File: src/rtl/branch_predictor.sv
// Bimodal / gshare 2-bit branch predictor; BP_GSHARE_EN selects gshare (PC XOR global history) indexing.
// Zero-latency combinational prediction, one-edge update latency; no backpressure, one update accepted per cycle.
module branch_predictor #(
  parameter int IDX_W = 6,
  parameter int GHR_W = 6
) (
  input  logic             clk,
  input  logic             rst_n,
  input  logic [31:0]      pred_pc,
  output logic             pred_taken,
  output logic [IDX_W-1:0] pred_idx,
  input  logic             upd_valid,
  input  logic [IDX_W-1:0] upd_idx,
  input  logic             upd_taken,
  input  logic             upd_pred,
  output logic             mispredict
);

  localparam int ENTRIES = 1 << IDX_W;

  logic [1:0]       cnt_q [ENTRIES];
  logic [1:0]       cnt_d [ENTRIES];
  logic [1:0]       upd_cur;
  logic [IDX_W-1:0] base_idx;
  logic             unused_pc_bits;

  assign base_idx = pred_pc[IDX_W+1:2];

`ifdef BP_GSHARE_EN
  logic [GHR_W-1:0] ghr_q;
  logic [GHR_W-1:0] ghr_d;

  if (GHR_W > IDX_W) begin : g_ghr_too_wide
    $error("GHR_W must not exceed IDX_W");
  end

  assign pred_idx = base_idx ^ IDX_W'(ghr_q);

  always_comb begin
    ghr_d = ghr_q;
    if (upd_valid) begin
      ghr_d = (ghr_q << 1) | GHR_W'(upd_taken);
    end
  end

  always_ff @(posedge clk) begin
    if (!rst_n) begin
      ghr_q <= '0;
    end else begin
      ghr_q <= ghr_d;
    end
  end

  assign unused_pc_bits = ^{pred_pc[31:IDX_W+2], pred_pc[1:0]};
`else
  assign pred_idx = base_idx;
  // History width is meaningless without gshare indexing.
  assign unused_pc_bits = ^{pred_pc[31:IDX_W+2], pred_pc[1:0], (GHR_W > IDX_W)};
`endif

  // Read is from the registered table only, so a same-cycle update is not bypassed.
  assign pred_taken = cnt_q[pred_idx][1];
  assign mispredict = upd_valid & (upd_taken ^ upd_pred);

  assign upd_cur = cnt_q[upd_idx];

  always_comb begin
    cnt_d = cnt_q;
    if (upd_valid) begin
      if (upd_taken) begin
        if (upd_cur != 2'b11) cnt_d[upd_idx] = upd_cur + 2'd1;
      end else begin
        if (upd_cur != 2'b00) cnt_d[upd_idx] = upd_cur - 2'd1;
      end
    end
  end

  always_ff @(posedge clk) begin
    if (!rst_n) begin
      for (int i = 0; i < ENTRIES; i++) begin
        cnt_q[i] <= 2'b01;
      end
    end else begin
      cnt_q <= cnt_d;
    end
  end

endmodule

File: config.mk
export PLATFORM = sky130hd
export DESIGN_NAME = branch_predictor
export DESIGN_NICKNAME = d
export VERILOG_FILES = /design/src/rtl/branch_predictor.sv
export SDC_FILE = /design/constraint.sdc
export NUM_CORES = 1
export LEC_CHECK = 0
export BUFFER_PORTS_ARGS = -buffer_cell sky130_fd_sc_hd__buf_2
export CAP_MARGIN = 0
export CORE_MARGIN = 2
export CORE_UTILIZATION = 60
export DETAILED_ROUTE_END_ITERATION = 8
export PLACE_DENSITY = 0.9
export SYNTH_ARGS = -nofsm -noshare
export SYNTH_HDL_FRONTEND = slang
export SYNTH_SLANG_ARGS = --single-unit
File: constraint.sdc
create_clock -name clk -period 4.3 [get_ports clk]
set_clock_uncertainty 0.2 [all_clocks]
set_input_delay 0.215 -clock clk [delete_from_list [all_inputs] [get_ports clk]]
set_output_delay 0.215 -clock clk [all_outputs]
set_load 0.02 [all_outputs]
==> reports/summary.txt <==
outcome = finished, final reports clean
flop and latch count out of synthesis = 128
warnings from Yosys = 0
DRC viols = 0
final worst path period share = 91.0%
vias per cell = 6.58
final worst setup slack = 0.387 ns
clk sinks = 128
All-Layer GR Usage = 31.0%
remaining antenna violation count = 0
Final GP Congestion = 0.952
Skew-Pair Late Insertion Delay = 0.43 ns
WP data arrival = 3.97 ns
Crit. End Element = flop
Synth cell types = 58
postcts setup bufs = 0
Critical Path RT = 4.36 ns
Final Max Tran Viols = 0
Yosys top cell by area = dfxtp_1
Worst slew margin = 21.2%
DR pass1 iterations = 5
Top FF cell, synth = dfxtp_1
cell area after synthesis = 6900 um^2
Power Density = 399 nW/um^2
fillers = 854
n_diodes = 0
Routed WL = 18.8 mm
initial antenna violation count = 0
synthesized net count = 863
max_cap viols = 0
GR Overflow Total = 0
RSZ-0062 raised after global routing = no
Mapped Cells = 818
Seq/Total Area, Yosys = 37.2%
f_max = 256 MHz
leading post-synthesis cells by cell area = dfxtp_1 (37%), nand2_1 (9.0%), mux4_2 (6.9%), a21boi_0 (5.7%), mux2i_1 (4.8%)
area grow syn2layout = 11.8%
H-tree depth = 4
Row Count = 39
Tightest Pin Transition = 1.18 ns
share of the synthesized area in the top cell type = 37.2%
Via Count = 6379
first-pass GRT wire length = 30.5 mm
port buffer count = 24
Die H = 111 um
hold slack final = 0.123 ns
hold bufs inserted after CTS = 0
# IOs = 51
share of layout cells above drive strength 1 = 15.4%
drt wl/cell = 19.4 um
Post-synth EDFFs = 0
dpl ws = 0.211 ns
CTS clk-pin slew, worst paths = 0.05 ns
Max VDD drop = 0.392 mV
Worst Hold Class = input pin to flop
CTS tree = built
Die W = 111 um
DR iter-0 viols = 995
Pleak = 0.00284 uW
TNS Setup = 0 ns
Critical Path Fanout Max = 22
syn avg cell area = 8.43 um^2
final setup violation count = 0
TritonCTS buffer count = 17
Initial Util = 60.9%
min Tclk post-route = 3.91 ns
Final nets = 860
crit path launch type = input pin
DP HPWL = 12.4 mm
final number of hold-violating endpoints = 0
vias in the first global route = 6138
post-cts sizing count = 0
Root Buffer = clkbuf_16
clk buf depth = 2
Crit Path Category = input pin to flop
asr flop ratio synth = 0%
largest net degree at the start of global routing = 129
core area = 11300 um^2
Die Area = 12400 um^2
[through the flow]
stage	utilization [%]	std cells	instance area (um^2)	power, uW
after floorplan	-	818	6900	1460
after global placement	62.5	939	7080	1540
after detailed placement	62.5	939	7080	1550
after CTS	68.1	969	7710	3070
after global routing	68.1	969	7710	3160
final	68.1	969	7710	3080
[critical path, stage by stage]
cell	delay (ns)
buf_2	0.41
nor2b_1	0.75
a221oi_1	0.20
a21oi_1	0.18
o21ai_1	0.08
a21bo_1	0.22
buf_4	0.19
nor4_1	0.08
ha_1	0.19
mux2i_1	0.18
nand3_1	0.36
nor3_1	0.55
mux2i_1	0.28
nand2_1	0.08
[cell usage in the layout (no fill, tap or decap), drive strengths merged, types with 2 or more instances in the layout]
master,netlist,routed
nand3,61,61
nor2,52,52
a21oi,9,9
nand4,5,5
o211ai,32,32
mux4,22,22
nand2,165,165
dfxtp,128,128
bufinv,0,4
o21ai,63,63
inv,2,2
ha,2,2
nor2b,21,21
clkbuf,54,25
or4,2,2
a221oi,15,15
a22o,2,2
o22ai,6,6
a31oi,2,2
buf,24,56
a22oi,17,17
a211oi,2,2
and2,4,4
mux2,13,13
a21boi,52,52
mux2i,33,33
nor3,9,9
nor4,2,2
nand2b,3,3
[cells by family (layout without fill, tap and decap cells)]
logic type | Yosys count | in the layout | synth area share [%]
buffers and inverters | 80 | 88 | 5.82
AOI/OAI and AO/OA | 206 | 206 | 20.6
and+or+nand+nor | 332 | 332 | 21.6
muxes | 68 | 68 | 14.2
DFF | 128 | 128 | 37.2
adders and majority gates | 2 | 2 | 0.363
xor gates and xnor gates | 2 | 2 | 0.254
[routing by layer]
layer  vias to the layer above  wire [um]  GRT usage (%)  part of all wire, %
met1                      2959       7190           39.2                   38
met2                       406       8550           47.0                   46
met5                         -          0              0                    0
met3                        83       2170           9.79                   12
met4                         0        846           17.4                  4.5
li1                       2931          -              -                    -
[path summary, 6_finish.rpt]
kind	startpoint	to	slack (ns)	depth (start not counted)
max	upd_idx[0]	flop	0.39	14
min	upd_valid	flop	0.12	4
max reg2reg	flop	flop	0.47	12
min reg2reg	flop	flop	0.28	2
[synthesized netlist by cell type (all sizes together) (3+ instances only)]
| master | instances |
|---|---|
| o211ai | 32 |
| nand4 | 5 |
| nand2 | 165 |
| dfxtp | 128 |
| mux4 | 22 |
| a22oi | 17 |
| buf | 24 |
| o21ai | 63 |
| a221oi | 15 |
| nand2b | 3 |
| mux2i | 33 |
| nand3 | 61 |
| and2 | 4 |
| nor2b | 21 |
| mux2 | 13 |
| clkbuf | 54 |
| o22ai | 6 |
| nor3 | 9 |
| a21boi | 52 |
| nor2 | 52 |
| a21oi | 9 |
[where the power goes]
part           switching, uW  internal, uW
Combinational            235           103
Clock                    500          1040
Sequential              5.00          1190
[final cells by class]
class	instances	area, um^2	share of cell area (%)
tap	143	179	2.32
multi-input combinational	610	3940	51.1
timing repair buffer	56	388	5.03
clock inverter	5	125	1.62
inverter	2	7.51	0.0974
clock buffer	25	505	6.56
sequential	128	2560	33.2
Note: power is estimated with default switching activity, not from simulation.
